File: src/rtl/rv_pkg.sv
// Shared core definitions for the register-file write path.
//   XLEN        datapath width
//   REG_ADDR_W  register index width
//   arb_state_e write-port arbiter states
//   wb_entry_t  {rd, data} pair carried through the MDU result queue
package rv_pkg;
  localparam int XLEN       = 32;
  localparam int REG_ADDR_W = 5;
  localparam int WB_ENTRY_W = REG_ADDR_W + XLEN;

  typedef enum logic {ARB_NORMAL, ARB_FORCE} arb_state_e;

  typedef struct packed {
    logic [REG_ADDR_W-1:0] rd;
    logic [XLEN-1:0]       data;
  } wb_entry_t;
endpackage

File: src/rtl/wb_result_fifo.sv
// Small synchronous FIFO holding MDU results awaiting the register-file port.
//   clk, rst_n     clock, async active-low reset (empties the queue)
//   push_valid_i   producer offers push_data_i
//   push_ready_o   queue has room (count != DEPTH)
//   push_data_i    {rd, data} entry
//   pop_i          consume head_o this cycle (ignored when empty)
//   empty_o        no entry held
//   head_o         oldest entry (registered storage, no fall-through)
module wb_result_fifo
  import rv_pkg::*;
#(
  parameter int DEPTH = 2
) (
  input  logic                  clk,
  input  logic                  rst_n,
  input  logic                  push_valid_i,
  output logic                  push_ready_o,
  input  logic [WB_ENTRY_W-1:0] push_data_i,
  input  logic                  pop_i,
  output logic                  empty_o,
  output logic [WB_ENTRY_W-1:0] head_o
);
  localparam int AW = (DEPTH > 1) ? $clog2(DEPTH) : 1;
  localparam int CW = $clog2(DEPTH + 1);

  logic [WB_ENTRY_W-1:0] mem_q [DEPTH];
  logic [AW-1:0]         wr_ptr_q, rd_ptr_q;
  logic [CW-1:0]         count_q;
  logic                  do_push, do_pop;

  assign push_ready_o = (count_q != CW'(DEPTH));
  assign empty_o      = (count_q == '0);
  assign head_o       = mem_q[rd_ptr_q];
  assign do_push      = push_valid_i && push_ready_o;
  assign do_pop       = pop_i && !empty_o;

  // DEPTH is a power of two, so pointers wrap naturally.
  always_ff @(posedge clk or negedge rst_n) begin
    if (!rst_n) begin
      wr_ptr_q <= '0;
      rd_ptr_q <= '0;
      count_q  <= '0;
    end else begin
      if (do_push) wr_ptr_q <= wr_ptr_q + AW'(1);
      if (do_pop)  rd_ptr_q <= rd_ptr_q + AW'(1);
      count_q <= count_q + CW'(do_push) - CW'(do_pop);
    end
  end

  // Storage needs no reset: entries are only visible through count_q.
  always_ff @(posedge clk) begin
    if (do_push) mem_q[wr_ptr_q] <= push_data_i;
  end
endmodule

File: src/rtl/rf_write_arbiter.sv
// Sole owner of the register-file write port.
// Merges writeback results with queued MDU results; a queue head denied
// MAX_WAIT cycles forces a one-cycle pipeline stall (FORCE) in which the head
// is written. Tracks destinations with MDU results outstanding for decode.
//   clk, rst_n                         clock, async active-low reset
//   pipe_wb_valid/_rd/_data            writeback-stage result
//   pipe_stall                         hold writeback and earlier stages
//   mdu_req_valid/_ready/_rd/_data     MDU result handshake
//   issue_valid, issue_rd              MDU dispatch (sets pending bit)
//   rs1/rs2/rd_addr -> *_busy          pending-bit lookups
//   rf_we, rf_waddr, rf_wdata          registered register-file write
module rf_write_arbiter
  import rv_pkg::*;
#(
  parameter int FIFO_DEPTH = 2,
  parameter int MAX_WAIT   = 4
) (
  input  logic        clk,
  input  logic        rst_n,
  input  logic        pipe_wb_valid,
  input  logic [4:0]  pipe_wb_rd,
  input  logic [31:0] pipe_wb_data,
  output logic        pipe_stall,
  input  logic        mdu_req_valid,
  output logic        mdu_req_ready,
  input  logic [4:0]  mdu_req_rd,
  input  logic [31:0] mdu_req_data,
  input  logic        issue_valid,
  input  logic [4:0]  issue_rd,
  input  logic [4:0]  rs1_addr,
  input  logic [4:0]  rs2_addr,
  input  logic [4:0]  rd_addr,
  output logic        rs1_busy,
  output logic        rs2_busy,
  output logic        rd_busy,
  output logic        rf_we,
  output logic [4:0]  rf_waddr,
  output logic [31:0] rf_wdata
);
  localparam int WW = $clog2(MAX_WAIT + 1);
  localparam logic [WW-1:0] MAX_WAIT_W = WW'(MAX_WAIT);

  arb_state_e state_q, state_d;
  logic [WW-1:0]   wait_q, wait_d;
  logic [31:0]     pending_q, pending_d;
  logic            rf_we_q;
  logic [4:0]      rf_waddr_q;
  logic [31:0]     rf_wdata_q;

  wb_entry_t       mdu_entry, head;
  logic            fifo_empty;
  logic            grant_pipe, grant_head, grant_any;
  logic [4:0]      grant_rd;
  logic [31:0]     grant_data;

  assign mdu_entry = '{rd: mdu_req_rd, data: mdu_req_data};

  wb_result_fifo #(.DEPTH(FIFO_DEPTH)) u_fifo (
    .clk          (clk),
    .rst_n        (rst_n),
    .push_valid_i (mdu_req_valid),
    .push_ready_o (mdu_req_ready),
    .push_data_i  (mdu_entry),
    .pop_i        (grant_head),
    .empty_o      (fifo_empty),
    .head_o       (head)
  );

  // Arbitration and starvation tracking.
  always_comb begin
    grant_pipe = 1'b0;
    grant_head = 1'b0;
    state_d    = state_q;
    wait_d     = '0;
    case (state_q)
      ARB_NORMAL: begin
        if (pipe_wb_valid)    grant_pipe = 1'b1;
        else if (!fifo_empty) grant_head = 1'b1;
        if (!fifo_empty && !grant_head) wait_d = wait_q + WW'(1);
        if (wait_d == MAX_WAIT_W) state_d = ARB_FORCE;
      end
      ARB_FORCE: begin
        // Pipeline is held; its result is taken the following cycle.
        grant_head = !fifo_empty;
        state_d    = ARB_NORMAL;
      end
      default: state_d = ARB_NORMAL;
    endcase
  end

  assign grant_any  = grant_pipe || grant_head;
  assign grant_rd   = grant_head ? head.rd   : pipe_wb_rd;
  assign grant_data = grant_head ? head.data : pipe_wb_data;

  // Issue after the clear so a same-cycle re-issue keeps the bit set.
  always_comb begin
    pending_d = pending_q;
    if (grant_head) pending_d[head.rd] = 1'b0;
    if (issue_valid && issue_rd != 5'd0) pending_d[issue_rd] = 1'b1;
    pending_d[0] = 1'b0;
  end

  always_ff @(posedge clk or negedge rst_n) begin
    if (!rst_n) begin
      state_q <= ARB_NORMAL;
      wait_q  <= '0;
    end else begin
      state_q <= state_d;
      wait_q  <= wait_d;
    end
  end

  always_ff @(posedge clk or negedge rst_n) begin
    if (!rst_n) begin
      pending_q  <= '0;
      rf_we_q    <= 1'b0;
      rf_waddr_q <= '0;
      rf_wdata_q <= '0;
    end else begin
      pending_q <= pending_d;
      rf_we_q   <= grant_any && (grant_rd != 5'd0);
      if (grant_any) begin
        rf_waddr_q <= grant_rd;
        rf_wdata_q <= grant_data;
      end
    end
  end

  assign pipe_stall = (state_q == ARB_FORCE);
  assign rs1_busy   = pending_q[rs1_addr];
  assign rs2_busy   = pending_q[rs2_addr];
  assign rd_busy    = pending_q[rd_addr];
  assign rf_we      = rf_we_q;
  assign rf_waddr   = rf_waddr_q;
  assign rf_wdata   = rf_wdata_q;
endmodule

File: config.mk
export PLATFORM = sky130hd
export DESIGN_NAME = rf_write_arbiter
export DESIGN_NICKNAME = d
export VERILOG_FILES = /design/src/rtl/rv_pkg.sv /design/src/rtl/wb_result_fifo.sv /design/src/rtl/rf_write_arbiter.sv
export SDC_FILE = /design/constraint.sdc
export NUM_CORES = 1
export LEC_CHECK = 0
export CORE_UTILIZATION = 43
export DETAILED_ROUTE_END_ITERATION = 7
export PLACE_DENSITY = 0.69
export SETUP_SLACK_MARGIN = 0.4
export SYNTH_ARGS = -nofsm -noshare
export SYNTH_HDL_FRONTEND = slang
export SYNTH_SLANG_ARGS = --single-unit
File: constraint.sdc
create_clock -name clk -period 5.7 [get_ports clk]
set_clock_uncertainty 0.2 [all_clocks]
set_input_delay 0.855 -clock clk [delete_from_list [all_inputs] [get_ports clk]]
set_output_delay 0.855 -clock clk [all_outputs]
set_load 0.01 [all_outputs]
==> qor.txt <==
===================================================================================
Outcome                                                                   completed
Mapped Cells                                                                    591
Die Width                                                                    130 um
Count of placed standard cells in the final layout, fillers left out            951
Synth area leader                                                      sky130_fd_sc_hd__edfxtp_1
Power density over cell area                                             481 mW/mm2
Number of storage elements in the synthesis netlist                             151
WP data arrival                                                             3.05 ns
Minimum period implied by the final worst setup slack                       4.10 ns
Root buffer selected by CTS                                            sky130_fd_sc_hd__clkbuf_16
Mapped Nets                                                                     693
Detailed-placement wirelength estimate                                    12,000 um
Required time at the endpoint of the critical path                          4.64 ns
Number of H-tree branching levels                                                 4
Fraction of synthesized cell area taken by the top area cell type             31.5%
Largest net degree at the start of global routing                                78
Relative slew slack                                                           22.1%
Maximum vdd drop                                                         0.000250 V
Hold/Removal Path Class                                                     reg2reg
Final Hold Slack                                                           0.269 ns
Global router's overall resource usage                                        21.6%
Number of sinks on the clock net                                                151
Final number of max-transition violations                                         0
Worst slack at placement                                                    1.60 ns
Number of antenna violations at the first check in global routing                 0
Routability Congestion                                                        0.866
F_max                                                                     0.244 GHz
Wire length of the first global-routing pass                              27,500 um
DRC violations left                                                               0
Ratio of cells with drive above 1 in the final layout                         8.71%
Max-capacitance violation count                                                   0
Final Total Pwr                                                             4.42 mW
Die outline height                                                           130 um
Post-DR vias/cell                                                              5.53
Effective utilization at floorplan                                            44.2%
Number of warning messages in the yosys log                                       0
Distinct cell type count after synthesis                                         44
Seq/Total Area, Yosys                                                         58.8%
Clock tree from TritonCTS                                                       yes
Final setup TNS                                                                0 ns
Unrepaired setup endpoints after global routing                               false
Core Footprint                                                           0.0159 mm2
Switching power                                                             1.46 mW
Antenna diode instance count                                                      0
CP startpoint kind                                                       input port
Clock share of power                                                          26.6%
Syn-to-layout area delta                                                      30.3%
Internal power of the cells                                                 2.97 mW
Post-CTS setup-driven buffer insertion count                                      0
Inst Count DP                                                                   919
Number of nets in the layout                                                    824
Final global-route overflow total                                                 0
Gates resized, CTS repair                                                         0
Final Hold Fails                                                                  0
Crit Path Category                                                           in2out
Reg power frac                                                                40.5%
Cell leakage power                                                          3.57 nW
Least setup slack across all paths after layout                             1.60 ns
Post-Syn Area per Cell                                                     11.9 um2
DR vias                                                                       5,258
Number of buffers added by the clock tree synthesis step                         17
Number of buffers inserted by port buffering                                    141
Cell types occupying the most area after synthesis                     sky130_fd_sc_hd__edfxtp_1 32%, sky130_fd_sc_hd__dfrtp_1 27%, sky130_fd_sc_hd__mux2i_1 8.4%
Via count of the first global-routing pass                                    5,328
Deepest clock path buffer count                                                   2
Element type at the critical path end                                    output pin
Die footprint                                                            0.0169 mm2
Worst-margin pin slew                                                       1.17 ns
Number of iterations in the first detailed-routing pass                           5
Routed wire length                                                        17,200 um
Cts hold-fix bufs                                                                 0
Row count                                                                        46
Fin crit share                                                                72.0%
Count of boundary I/O pins                                                      142
Largest fanout on the critical path                                              10
Post-synth design cell area                                             0.00705 mm2
Average wire per standard cell                                              18.1 um
Insertion delay to the later sink of the worst-skew pair                    0.42 ns
Count of endpoints failing setup in the final report                              0
Portion of total power attributed to combinational logic                      32.8%
Clock-pin slew on the worst setup and hold paths                            0.06 ns
Sw Share                                                                      32.9%
Number of routed nets with antenna violations                                     0
Number of DRC markers after the initial detailed-route iteration                269
===================================================================================
==> Yosys cell counts <==
master                       n
sky130_fd_sc_hd__dfrtp_1    77
sky130_fd_sc_hd__edfxtp_1   74
sky130_fd_sc_hd__o21ai_1    66
sky130_fd_sc_hd__mux2i_1    59
sky130_fd_sc_hd__nor2_1     48
sky130_fd_sc_hd__a21oi_1    46
sky130_fd_sc_hd__nand2_1    44
sky130_fd_sc_hd__o21ai_0    36
sky130_fd_sc_hd__nand3_1    17
sky130_fd_sc_hd__clkbuf_1   11
sky130_fd_sc_hd__buf_2      10
sky130_fd_sc_hd__buf_6      10
sky130_fd_sc_hd__a22oi_1     7
sky130_fd_sc_hd__nand2b_1    7
sky130_fd_sc_hd__inv_1       6
sky130_fd_sc_hd__mux4_2      6
sky130_fd_sc_hd__mux2_2      5
sky130_fd_sc_hd__nand3b_1    5
sky130_fd_sc_hd__nand4_2     4
sky130_fd_sc_hd__nor2b_1     4
sky130_fd_sc_hd__xnor2_1     4
sky130_fd_sc_hd__a211oi_1    3
sky130_fd_sc_hd__and2b_1     3
sky130_fd_sc_hd__ha_1        3
sky130_fd_sc_hd__mux2i_4     3
sky130_fd_sc_hd__mux4_1      3
sky130_fd_sc_hd__nand3_2     3
sky130_fd_sc_hd__nand4_1     3
sky130_fd_sc_hd__o2111ai_1   3
sky130_fd_sc_hd__o211ai_1    3
sky130_fd_sc_hd__and3_1      2
sky130_fd_sc_hd__mux2i_2     2
sky130_fd_sc_hd__nor3_1      2
sky130_fd_sc_hd__or3b_2      2
sky130_fd_sc_hd__and3b_1     1
sky130_fd_sc_hd__buf_8       1
sky130_fd_sc_hd__nor3_2      1
sky130_fd_sc_hd__nor3b_1     1
sky130_fd_sc_hd__o21ai_2     1
sky130_fd_sc_hd__o31ai_1     1
sky130_fd_sc_hd__or2_1       1
sky130_fd_sc_hd__or3_1       1
sky130_fd_sc_hd__or4_1       1
sky130_fd_sc_hd__xor2_1      1
==> critical path, cell delays in order <==
cell and delay [ns]:
sky130_fd_sc_hd__clkdlybuf4s50_1 0.72, sky130_fd_sc_hd__mux4_1 0.61, sky130_fd_sc_hd__o2111ai_1 0.24, sky130_fd_sc_hd__nand4_1 0.12, sky130_fd_sc_hd__clkdlybuf4s50_1 0.50
==> logic make-up after synthesis <==
group	after synthesis	share of synthesized area, %
simple gates	150	10.6
fa+ha+maj	3	0.532
flops	151	58.8
mux	78	13.6
buf+inv	38	3.42
compound gates	166	12.5
xor+xnor	5	0.621
==> area by class of cell <==
cell class	instances	area [um2]
multi-input cells	402	2690
inverters	6	22.5
flip-flops and latches	151	4150
fillers	1337	6750
clock buffers	25	518
well taps	216	270
clock inverters	7	113
repair buffers	144	1430
==> path summary, 6_finish.rpt <==
path                                                to  cells past startpoint                         from  slack (ns)
max                                           rs2_busy                      5                  rs2_addr[1]        1.60
min                                wait_q[0]$_DFF_PN0_                      1          wait_q[0]$_DFF_PN0_        0.27
max reg2reg                    pending_q[17]$_DFF_PN0_                      5  u_fifo.rd_ptr_q$_DFFE_PN0P_        2.96
min reg2reg                        wait_q[0]$_DFF_PN0_                      1          wait_q[0]$_DFF_PN0_        0.27
max in group asynchronous  u_fifo.rd_ptr_q$_DFFE_PN0P_                      1                        rst_n        4.19
min in group asynchronous      rf_wdata[3]$_DFFE_PN0P_                      1                        rst_n        0.40
==> power groups by stage <==
| stage | Clock [mW] | Sequential [mW] | Combinational, mW |
|---|---|---|---|
| CTS | 1.19 | 1.79 | 1.47 |
| global placement | 0 | 1.81 | 1.42 |
| detailed placement | 0 | 1.81 | 1.45 |
| finish | 1.18 | 1.79 | 1.45 |
| global route | 1.23 | 1.84 | 1.60 |
| floorplan | 0 | 1.73 | 0.972 |
==> per-stage QoR <==
stage	util [%]	instance area (um2)
final	57.7	9190
after global routing	57.7	9190
after CTS	57.7	9190
after detailed placement	53.7	8560
after global placement	53.7	8560
after floorplan	-	7050
==> per-layer routing <==
| layer | routed length (um) | vias to the layer above | global-route usage, % | share of wire [%] |
|---|---|---|---|---|
| met3 | 1300 | 24 | 6.93 | 7.6 |
| met2 | 8280 | 169 | 35.6 | 48 |
| li1 | - | 2454 | - | - |
| met1 | 7240 | 2611 | 26.3 | 42 |
| met5 | 0 | - | 0 | 0 |
| met4 | 355 | 0 | 8.41 | 2.1 |
==> registers in the layout, summed over array words and instances, names as in the netlist <==
register         count
rf_we                1
u_fifo.mem_q        74
pending_q           31
wait_q               3
u_fifo.count_q       2
rf_waddr             5
u_fifo.wr_ptr_q      1
u_fifo.rd_ptr_q      1
pipe_stall           1
rf_wdata            32
==> cell usage in the layout, fill, tap and decap left out, types with 19 or more instances in the layout <==
| cell type | synthesis | final |
|---|---|---|
| sky130_fd_sc_hd__clkdlybuf4s50_1 | 0 | 140 |
| sky130_fd_sc_hd__dfrtp_1 | 77 | 76 |
| sky130_fd_sc_hd__edfxtp_1 | 74 | 74 |
| sky130_fd_sc_hd__o21ai_1 | 66 | 66 |
| sky130_fd_sc_hd__mux2i_1 | 59 | 59 |
| sky130_fd_sc_hd__nor2_1 | 48 | 46 |
| sky130_fd_sc_hd__a21oi_1 | 46 | 46 |
| sky130_fd_sc_hd__nand2_1 | 44 | 44 |
| sky130_fd_sc_hd__o21ai_0 | 36 | 36 |
| sky130_fd_sc_hd__clkbuf_16 | 0 | 19 |
Note: power is estimated with default switching activity, not from simulation.
